--- config.mk ---
export PLATFORM = sky130hd
export DESIGN_NAME = instruction_fetch_stage
export DESIGN_NICKNAME = d
export VERILOG_FILES = /design/src/rtl/riscv_pkg.sv /design/src/rtl/pc_register.sv /design/src/rtl/instruction_fetch_stage.sv
export SDC_FILE = /design/constraint.sdc
export NUM_CORES = 1
export LEC_CHECK = 0
export CORE_MARGIN = 2
export CORE_UTILIZATION = 35
export DETAILED_ROUTE_END_ITERATION = 6
export PLACE_DENSITY_LB_ADDON = 0.3
export SETUP_SLACK_MARGIN = 0.3
export SLEW_MARGIN = 20
export SYNTH_ARGS = -nofsm -noshare
export SYNTH_HDL_FRONTEND = slang
export SYNTH_SLANG_ARGS = --single-unit
export TNS_END_PERCENT = 100
--- constraint.sdc ---
create_clock -name clk -period 5.71 [get_ports clk]
set_clock_uncertainty 0.15 [all_clocks]
set_input_delay 1.142 -clock clk [delete_from_list [all_inputs] [get_ports clk]]
set_output_delay 1.142 -clock clk [all_outputs]
set_load 0.02 [all_outputs]
--- src/rtl/riscv_pkg.sv ---
// Shared definitions for the RISC-V front end.
// Reset PC, canonical NOP and fetch FSM state encoding.
package riscv_pkg;

    localparam int unsigned ILEN = 32;
    localparam logic [ILEN-1:0] RESET_PC = 32'h0000_0000;
    localparam logic [ILEN-1:0] NOP_INSTR = 32'h0000_0013;

    typedef enum logic [1:0] {
        IDLE  = 2'd0,
        FETCH = 2'd1,
        DRAIN = 2'd2
    } fetch_state_t;

endpackage

--- src/rtl/pc_register.sv ---
// Program counter: redirect load has priority over +4 increment.
// Redirect targets are forced to word alignment.
module pc_register
    import riscv_pkg::*;
#(
    parameter logic [ILEN-1:0] RESET_PC_P = RESET_PC
) (
    input  logic            clk,
    input  logic            rstN,
    input  logic            load,
    input  logic [ILEN-1:0] target,
    input  logic            inc,
    output logic [ILEN-1:0] pc
);

    always_ff @(posedge clk) begin
        if (!rstN) begin
            pc <= RESET_PC_P;
        end else if (load) begin
            pc <= target & ~32'h3;
        end else if (inc) begin
            pc <= pc + 32'd4;
        end
    end

endmodule

--- src/rtl/instruction_fetch_stage.sv ---
// Fetch stage: owns the PC, issues one imem request at a time
// and presents a registered slot to the IF/ID register.
module instruction_fetch_stage
    import riscv_pkg::*;
#(
    parameter logic [ILEN-1:0] RESET_PC_P  = RESET_PC,
    parameter logic [ILEN-1:0] NOP_INSTR_P = NOP_INSTR
) (
    input  logic            clk,
    input  logic            rstN,
    input  logic            hazardPCWrite,
    input  logic            branchTaken,
    input  logic [ILEN-1:0] branchTarget,
    output logic            imemReq,
    output logic [ILEN-1:0] imemAddr,
    input  logic            imemReady,
    input  logic [ILEN-1:0] imemRdata,
    output logic [ILEN-1:0] pcOut,
    output logic [ILEN-1:0] instructionOut,
    output logic            fetchValid
);

    fetch_state_t    state;
    logic [ILEN-1:0] pc;
    logic [ILEN-1:0] reqAddr;
    logic            outstanding;
    logic            handshake;
    logic            accept;

    // In FETCH an outstanding request always targets pc, so +4 on pc
    // equals imemAddr+4.
    assign imemReq   = (state != IDLE) &&
                       (outstanding || !fetchValid || hazardPCWrite);
    assign imemAddr  = outstanding ? reqAddr : pc;
    assign handshake = imemReq && imemReady;
    assign accept    = (state == FETCH) && handshake && !branchTaken;

    pc_register #(
        .RESET_PC_P(RESET_PC_P)
    ) u_pc (
        .clk   (clk),
        .rstN  (rstN),
        .load  (branchTaken),
        .target(branchTarget),
        .inc   (accept),
        .pc    (pc)
    );

    always_ff @(posedge clk) begin
        if (!rstN) begin
            state          <= IDLE;
            reqAddr        <= RESET_PC_P;
            outstanding    <= 1'b0;
            fetchValid     <= 1'b0;
            pcOut          <= RESET_PC_P;
            instructionOut <= NOP_INSTR_P;
        end else begin
            unique case (state)
                IDLE: begin
                    state <= FETCH;
                end
                FETCH: begin
                    if (branchTaken) begin
                        fetchValid     <= 1'b0;
                        instructionOut <= NOP_INSTR_P;
                        if (imemReq && !imemReady) begin
                            // Request already on the bus: hold it, drop its data
                            state       <= DRAIN;
                            outstanding <= 1'b1;
                            reqAddr     <= imemAddr;
                        end else begin
                            outstanding <= 1'b0;
                        end
                    end else if (handshake) begin
                        fetchValid     <= 1'b1;
                        pcOut          <= imemAddr;
                        instructionOut <= imemRdata;
                        outstanding    <= 1'b0;
                    end else begin
                        if (imemReq) begin
                            outstanding <= 1'b1;
                            reqAddr     <= imemAddr;
                        end
                        if (hazardPCWrite) begin
                            fetchValid     <= 1'b0;
                            instructionOut <= NOP_INSTR_P;
                        end
                    end
                end
                DRAIN: begin
                    if (imemReady) begin
                        state       <= FETCH;
                        outstanding <= 1'b0;
                    end
                end
                default: begin
                    state <= IDLE;
                end
            endcase
        end
    end

endmodule

==> parameters.txt, run 1 <==
Parameter                              Value

Clock network
  # clock sinks    130
  Buffers from clock root to sink, at most    2
  Register clock-pin slew on the reported worst setup and hold paths    60 ps
  Clock insertion delay at the later pin of the skew report    approximately 420 ps
  Hold-fix buffers at CTS    0
  TritonCTS buffer count    17
  Max H-tree Level    4
  Post-CTS setup buffers    0
  Clock tree from TritonCTS    built
  Clock Tree Root    clkbuf_16
  Resized cells post-CTS    0

Global routing
  Met1 Track Usage GR    between 20 and 30%
  Met2 GRT Util    27.5%
  Routing layer with the top usage in global route    met2
  Largest net degree at the start of global routing    64
  Total overflow reported by the global router    0
  First-pass GRT wire length    25,900 um
  Number of antenna violations at the first check in global routing    0
  Met3 Use GR    4.26%
  Aggregate global-route resource usage    a little under a fifth
  Via count of the first global-routing pass    4,890

Placed design
  Count of input and output buffers    164
  Count of placed standard cells including taps    993
  Gp weighted congestion    0.833
  Placed wire-length estimate    10,900 um

Routing
  Initial DRC count    401
  Count of nets left with antenna violations after detail routing    0
  Detailed-route wire length    15,900 um
  Number of search-and-repair iterations in the first detailed-routing pass    4
  DRC violations left    0
  Via count normalized by instance count    about 5.2
  Average detailed-routed wire length per instance    15.5 um
  Via Count    5,283

Logic synthesis
  Library cell occupying the most area in the post-synthesis netlist    dfxtp_1
  Flip-flop cell with the highest count after synthesis    dfxtp_1
  Netlist area before placement    5840 um^2
  Fraction of post-synthesis cell area in the top cell type by area    44.5%
  Count of unique library cells instantiated by Yosys    60
  Area fraction in compound gates after synthesis    21.5%
  Xor and xnor area share after synthesis    1.05%
  Avg Inst Size Synth    8.93 um^2
  Syn nets    728
  Most numerous cell types in the synthesized netlist    dfxtp_1, nor2_1, a211oi_1
  Most frequently used cell type in the post-synthesis netlist    dfxtp_1
  Simple logic cell fraction of the synthesized area    18.3%
  Dominant combinational cell family by area after synthesis    compound AO/OA/AOI/OAI gates
  Sequential fraction of the synthesis area    roughly 45%
  Async set or reset register ratio after synthesis    0%
  EDFF count, synth    0
  Post-Synth Adder-Cell Area    between 1 and 1.5%
  Post-Syn Instances    654
  Mux contribution to synthesized area    6.85%
  Area contributors post-synth    dfxtp_1, a211oi_1, mux2i_1
  Yosys warnings    0
  Number of flip-flops and latches in the synthesized netlist    130

Pwr
  Post-layout total power    approximately 3 mW
  Peak ir drop on the vdd network    about 0.23 mV
  Static Leak    around 3.0 nW
  Power per unit of standard cell area    about 370 nW/um^2

Floorplanning
  Number of I/O pins    167
  Initial standard-cell utilization of the core    35.5%
  Core Region    between 15,000 and 20,000 um^2
  Die footprint    17,700 um^2
  Die width    133 um
  Number of standard-cell rows in the floorplan    47
  Height of the die    133 um

Timing
  Setup TNS    0 ps
  Rel. slew slack    36.3%
  Tmin final    about 4000 ps
  Count of endpoints failing hold in the final timing report    0
  Worst Tran Pin Value    953 ps
  Final setup vio count    0
  Share of the clock period used by the worst path    70.2%
  Achievable Freq    0.250 GHz
  Unrepaired setup endpoints after global routing    false
  Total count of max-transition violations in the final report    0

Setup path
  Reg2Reg Capture Point    u_pc.pc[17]
  Arr. time, crit path    2720 ps
  Worst R2R Setup Slack    2780 ps
  Worst Setup End Kind    output pin
  Crit path launch type    input port
  Launch point of the worst reg-to-reg path    outstanding
  Critical path start-end classification    in2out
  FF-to-FF path depth    4
  Data required time of the critical path    approximately 4400 ps
  Maximum net fanout on the critical path    16

Layout
  Post-route non-filler standard cell count    1,025
  Proportion of layout cells with a drive suffix above 1    6.58%
  Layout net count    866
  Final core utilization    50.1%
  Inserted Diodes    0
  Synth-to-layout area growth    41.3%

Hold path
  Worst Hold Endpoint    instructionOut[4]
  Worst hold start    instructionOut[4]
  HP Class    reg2reg
  Cell depth of the worst min-delay path    2

Job
  Max Cap Viol    0

Outcome
  Run status    complete, no violations
## cell families (layout without fill, tap and decap cells)
logic type,Yosys count,in the layout
adder cells (fa/ha/maj),5,5
XOR/XNOR,7,7
flip-flops,130,130
AO/OA/AOI/OAI,172,172
AND/OR/NAND/NOR,204,204
multiplexers,40,40
buffers and inverters,96,247
## worst max-delay path by stage
stage               cells past startpoint           from  slack (ps)       to
global route                            5  hazardPCWrite        1620  imemReq
detailed placement                      5  hazardPCWrite        1680  imemReq
floorplan                               3  hazardPCWrite        2460  imemReq
global placement                        5  hazardPCWrite        1700  imemReq
finish                                  5  hazardPCWrite        1700  imemReq
CTS                                     5  hazardPCWrite        1680  imemReq
## metal layers
layer  vias up  part of all wire [%]
li1       2688                     -
met1      2447                    48
met2       130                    45
met3        18                   5.1
met4         0                   1.8
met5         -                     0
## power breakdown
part | switching (mW) | total [mW] | internal [mW]
Clock | 0.408 | 1.16 | 0.753
Combinational | 0.411 | 0.772 | 0.361
Sequential | 0.110 | 1.12 | 1.01
## registers in the layout, indices dropped and copies added, names as in the netlist
| register | count |
|---|---|
| reqAddr | 32 |
| pcOut | 32 |
| instructionOut | 32 |
| outstanding | 1 |
| state | 2 |
| fetchValid | 1 |
| u_pc.pc | 30 |
## cell usage in the layout, fill, tap and decap left out, types with 12 or more instances in the layout
cell type	count
dfxtp_1	129
a31oi_1	13
nand4_1	16
nor2_1	71
inv_1	42
mux2i_1	40
o21ai_0	26
nand2_1	32
clkdlybuf4s50_1	164
clkbuf_16	17
a211oi_1	64
nand3_1	12
a22o_1	21
## worst max-delay path, cell delays in order
cell and delay, ps:
clkdlybuf4s50_1 530, nor3b_2 60, buf_4 250, nor2_1 110
clkdlybuf4s50_1 620
## through the flow
step / hold WS [ps] / instance area [um^2] / setup WS [ps]
after global routing: 316 / 8260 / 1620
final: 295 / 8260 / 1700
after floorplan: 295 / 5840 / 2460
after global placement: 285 / 7620 / 1700
after detailed placement: 291 / 7620 / 1680
after CTS: 301 / 8250 / 1680
## area by class of cell
type                            count  area, um^2
Clock inverter                     13         183
Sequential cell                   130        2600
Fill cell                        1591        8210
Tap cell                          220         275
Timing Repair Buffer              172        1700
Inverter                           43         161
Multi-Input combinational cell    428        2880
Clock buffer                       19         453
(Power assumes the default switching activity.)
==> run 2, diff against run 1 <==
==> constraint.sdc (replaced) <==
create_clock -name clk -period 3.55 [get_ports clk]
set_clock_uncertainty 0.15 [all_clocks]
set_input_delay 0.71 -clock clk [delete_from_list [all_inputs] [get_ports clk]]
set_output_delay 0.71 -clock clk [all_outputs]
set_load 0.02 [all_outputs]
==> run 2 against run 1 <==
Compared with the run above: sequential share of layout area is 0.16 points lower; worst hold slack worse by 0.58 ps; utilization is 0.25 points higher; combinational power is 74% higher; die area stayed put; non-clock buffer count is 12 higher; register-to-register slack worse by 1800 ps; first-iteration DRC count is 15% lower; clock power is 42% higher; highest routed layer unchanged.
==> parameters.txt, run 2 (synthesis results as in run 1) <==
Parameter                              Value

Routing
  Initial DRC count    around 340
  DRC violations left    0
  Via Count    5,360
  Number of search-and-repair iterations in the first detailed-routing pass    5
  Average detailed-routed wire length per instance    15.5 um
  Count of nets left with antenna violations after detail routing    0
  Via count normalized by instance count    5.17
  Detailed-route wire length    between 15,000 and 20,000 um

Global routing
  Total overflow reported by the global router    0
  Number of antenna violations at the first check in global routing    0
  Aggregate global-route resource usage    18.4%
  First-pass GRT wire length    26,300 um
  Via count of the first global-routing pass    5,009
  Largest net degree at the start of global routing    62

Timing
  Unrepaired setup endpoints after global routing    false
  Achievable Freq    0.329 GHz
  Worst Tran Pin Value    669 ps
  Rel. slew slack    between 50% and 60%
  Share of the clock period used by the worst path    a little under nine tenths
  Setup TNS    0 ps
  Total count of max-transition violations in the final report    0
  Tmin final    3040 ps
  Final setup vio count    0
  Count of endpoints failing hold in the final timing report    0

Setup path
  Sum of buffers and inverters on the critical path    3
  Top Family by Delay on Critical Path    buffers and inverters
  Critical path start-end classification    reg2out
  Crit path launch type    flop
  Worst Setup End Kind    output pin
  Data required time of the critical path    2690 ps
  Maximum net fanout on the critical path    26
  Worst stage delay on the critical path    ~540 ps
  Cell chain of the critical path    buf_12 -> mux2i_1 -> inv_1 -> clkdlybuf4s50_1
  Standard cell with the maximum stage delay on the critical path    clkdlybuf4s50_1
  Arr. time, crit path    around 2200 ps

Pwr
  Power per unit of standard cell area    571 nW/um^2
  Peak ir drop on the vdd network    0.345 mV
  Static Leak    roughly 3 nW

Floorplanning
  Core Region    between 15,000 and 20,000 um^2
  Number of I/O pins    167
  Die footprint    17,700 um^2
  Die width    133 um
  Number of standard-cell rows in the floorplan    between 40 and 50
  Initial standard-cell utilization of the core    35.5%
  Height of the die    133 um

Placed design
  Gp weighted congestion    0.844
  Count of input and output buffers    between 150 and 200
  Count of placed standard cells including taps    around 1,000
  Placed wire-length estimate    approximately 11,000 um

Clock network
  Post-CTS setup buffers    0
  Register clock-pin slew on the reported worst setup and hold paths    60 ps
  Resized cells post-CTS    0
  Clock tree from TritonCTS    built
  # clock sinks    130
  Hold-fix buffers at CTS    0
  Buffers from clock root to sink, at most    2
  TritonCTS buffer count    17
  Clock Tree Root    clkbuf_16
  Max H-tree Level    4
  Clock insertion delay at the later pin of the skew report    420 ps

Layout
  Footprint of the multi-input gates    2870 um^2
  Proportion of layout cells with a drive suffix above 1    7.60%
  Biggest registers after layout    instructionOut x32, pcOut x32, reqAddr x32
  Synth-to-layout area growth    42.0%
  Inserted Diodes    0
  Highest-count cells in the layout ignoring fill and taps    clkdlybuf4s50_1, dfxtp_1, nor2_1
  Combined flip-flop and latch cell area    2600 um^2
  Layout fillers    about 1,600
  Leading cell type in the layout, fill and taps excluded    clkdlybuf4s50_1
  Post-route non-filler standard cell count    about 1,000
  Layout net count    878

Outcome
  Run status    complete, no violations

Hold path
  HP Class    reg2reg

Job
  Max Cap Viol    0
==> run 2: changes by cell type in the layout (fill, tap and decap cells not counted), sizes merged <==
cell,previous run,this run
clkbuf,19,21
buf,8,20
bufinv,4,1
clkinv,7,6
clkinvlp,1,2
==> run 2: tightest hold or removal path, cell delays in order, from the launching register on <==
cell and delay, ps:
dfxtp_1 300, inv_1 40, a2bb2oi_1 50
==> run 2: area by class of cell <==
| class | count | share of cell area, % |
|---|---|---|
| Multi-Input combinational cell | 428 | 34.6 |
| Sequential cell | 130 | 31.4 |
| Timing Repair Buffer | 184 | 22.0 |
| Clock buffer | 21 | 5.67 |
| Tap cell | 220 | 3.32 |
| Inverter | 43 | 1.95 |
| Clock inverter | 10 | 1.01 |
==> run 2: worst paths after layout <==
kind / cells after the start / start / slack, ps / endpoint
setup / recovery: 4 / outstanding / 510 / imemAddr[15]
setup reg to reg: 7 / state[0] / 1000 / u_pc.pc[17]
hold / removal: 2 / instructionOut[1] / 290 / instructionOut[1]
hold reg to reg: 2 / instructionOut[1] / 290 / instructionOut[1]
==> run 2: routing by layer <==
metal	global-route usage (%)	wire length, um	vias up
li1	-	-	2709
met1	25.5	7680	2495
met2	28.2	7340	141
met3	4.57	833	15
met4	6.26	237	0
met5	0	0	-
==> run 2: metrics by stage <==
stage	hold slack, ps	utilization [%]	power (mW)	setup slack (ps)	cell area (um^2)
after floorplan	295	-	2.60	1170	5840
after global placement	285	47.0	3.10	564	7740
after detailed placement	291	47.0	3.12	559	7740
after CTS	301	50.4	4.78	481	8300
after global routing	317	50.4	4.99	389	8300
final	295	50.4	4.74	506	8300
==> run 2: power breakdown <==
group	total [mW]	switching (mW)	internal (mW)
registers	1.75	0.129	1.62
logic	1.34	0.719	0.617
clock network	1.65	0.643	1.01
total	4.74	1.49	3.24
==> run 3, diff against run 2 <==
--- a/config.mk
+++ b/config.mk
@@ -5,7 +5,7 @@
 export SDC_FILE = /design/constraint.sdc
 export NUM_CORES = 1
 export LEC_CHECK = 0
-export CORE_MARGIN = 2
+export CORE_MARGIN = 10
 export CORE_UTILIZATION = 35
 export DETAILED_ROUTE_END_ITERATION = 6
 export PLACE_DENSITY_LB_ADDON = 0.3
==> constraint.sdc (replaced) <==
create_clock -name clk -period 2.9 [get_ports clk]
set_clock_uncertainty 0.15 [all_clocks]
set_input_delay 0.58 -clock clk [delete_from_list [all_inputs] [get_ports clk]]
set_output_delay 0.58 -clock clk [all_outputs]
set_load 0.02 [all_outputs]
==> run 3 against run 2 <==
Compared with the run above: non-clock buffer count is 9 higher; clock-buffer cell count did not move; critical endpoint is now imemAddr[19]; wire length is 11% higher; critical path type unchanged; register-to-register slack got worse by 470 ps; die area is 25% higher; power grew 31%.
==> parameters.txt, run 3 (synthesis results as in run 1) <==
Parameter                              Value

Timing
  Share of the clock period used by the worst path    92.5%
  Setup TNS    0 ps
  Worst Hold Margin    293 ps
  Worst Tran Pin Value    658 ps
  Unrepaired setup endpoints after global routing    true
  Rel. slew slack    56.0%
  Tmin final    2680 ps
  Final setup vio count    0
  Count of endpoints failing hold in the final timing report    0
  Achievable Freq    0.373 GHz
  Total count of max-transition violations in the final report    0

Clock network
  Clock insertion delay at the later pin of the skew report    420 ps
  Buffers from clock root to sink, at most    2
  Clock Tree Root    clkbuf_16
  Clock tree from TritonCTS    built
  Register clock-pin slew on the reported worst setup and hold paths    ~60 ps
  # clock sinks    130
  Max H-tree Level    4
  TritonCTS buffer count    17

Global routing
  Largest net degree at the start of global routing    63
  First-pass GRT wire length    27,800 um
  Total overflow reported by the global router    0
  Number of antenna violations at the first check in global routing    0
  Aggregate global-route resource usage    15.5%
  Via count of the first global-routing pass    5,069

Placed design
  Dpl cell area    7810 um^2
  Gp weighted congestion    0.850
  Placed wire-length estimate    roughly 13,000 um
  Count of input and output buffers    around 160

Hold path
  HP Class    reg2reg

Routing
  Via count normalized by instance count    5.19
  Initial DRC count    roughly 380
  Via Count    5,425
  Average detailed-routed wire length per instance    17.1 um
  Number of search-and-repair iterations in the first detailed-routing pass    5
  Detailed-route wire length    17,900 um
  Count of nets left with antenna violations after detail routing    0
  DRC violations left    0

Layout
  Layout net count    around 890
  Highest-count cells in the layout ignoring fill and taps    clkdlybuf4s50_1, dfxtp_1, nor2_1
  Inserted Diodes    0
  Biggest registers after layout    instructionOut x32, pcOut x32, reqAddr x32
  Proportion of layout cells with a drive suffix above 1    12.1%
  Layout fillers    approximately 1,500
  Synth-to-layout area growth    48.1%
  Leading cell type in the layout, fill and taps excluded    clkdlybuf4s50_1
  Post-route cell area    8650 um^2

Floorplanning
  Height of the die    between 100 and 150 um
  Die width    between 100 and 150 um
  Die footprint    22,300 um^2
  Number of standard-cell rows in the floorplan    47
  Number of I/O pins    around 170
  Core Region    16,500 um^2
  Initial standard-cell utilization of the core    around 35%

Outcome
  Run status    complete, no violations

Pwr
  Static Leak    3.40 nW
  Peak ir drop on the vdd network    0.439 mV
  Power per unit of standard cell area    717 nW/um^2

Setup path
  Crit path launch type    flop
  Worst Setup End Kind    output pin
  Data required time of the critical path    2170 ps
  Arr. time, crit path    1950 ps
  Maximum net fanout on the critical path    18
  Critical path start-end classification    reg2out

Job
  Max Cap Viol    0
run 3: cell count changes in the layout (fill, tap and decap cells not counted), moves of 3 or more:
cell / change
buf_4: +6
clkdlybuf4s50_1: -20
clkinv_2: -4
clkinv_4: +4
dlymetal6s2s_1: +18
mux2i_1: -28
mux2i_2: +25
mux2i_4: +3
run 3: path summary, 6_finish.rpt:
check	start	to	slack (ps)	cells past startpoint
setup / recovery	outstanding	imemAddr[19]	220	4
hold / removal	instructionOut[4]	instructionOut[4]	290	2
setup reg to reg	state[0]	u_pc.pc[16]	530	7
hold reg to reg	instructionOut[4]	instructionOut[4]	290	2
run 3: layout make-up:
cell class / count / area, um^2 / area share, %
Tap cell: 220 / 275 / 3.18
Multi-Input combinational cell: 428 / 3010 / 34.7
Sequential cell: 130 / 2600 / 30.1
Inverter: 43 / 161 / 1.87
Clock buffer: 21 / 470 / 5.44
Clock inverter: 11 / 151 / 1.75
Timing Repair Buffer: 193 / 1980 / 22.9
run 3: critical path, cell delays in order (launching register included):
cell and delay (ps):
dfxtp_2 380, buf_12 210, mux2i_2 320, inv_1 70
clkdlybuf4s50_1 540
run 3: repair_timing:
item | CTS | global route
cloned | 0 | 1
buffers inserted | 0 | 3
setup endpoints to repair | 31 | 31
endpoints found under the hold margin | 0 | 0
hold buffers | 0 | 0
resized for setup | 5 | 46
run 3: routing by layer:
metal / global-route usage (%) / vias up / wire (um)
li1: - / 2738 / -
met1: 19.7 / 2514 / 8100
met2: 24.3 / 152 / 8470
met3: 4.67 / 21 / 1030
met4: 5.64 / 0 / 332
met5: 0 / - / 0
run 3: power by group:
group | leakage, nW | switching (mW) | internal (mW)
Clock | 0.304 | 0.796 | 1.42
Sequential | 1.06 | 0.168 | 1.98
Combinational | 2.04 | 0.961 | 0.869
run 3: metrics by stage:
step	setup WS (ps)	utilization, %	cells	power, mW
6_report	219	52.5	1046	6.20
5_1_grt	132	52.5	1046	6.52
4_1_cts	146	51.2	1042	6.09
3_5_place_dp	173	47.4	1010	3.85
3_3_place_gp	184	47.4	1010	3.83
2_1_floorplan	711	-	654	3.18
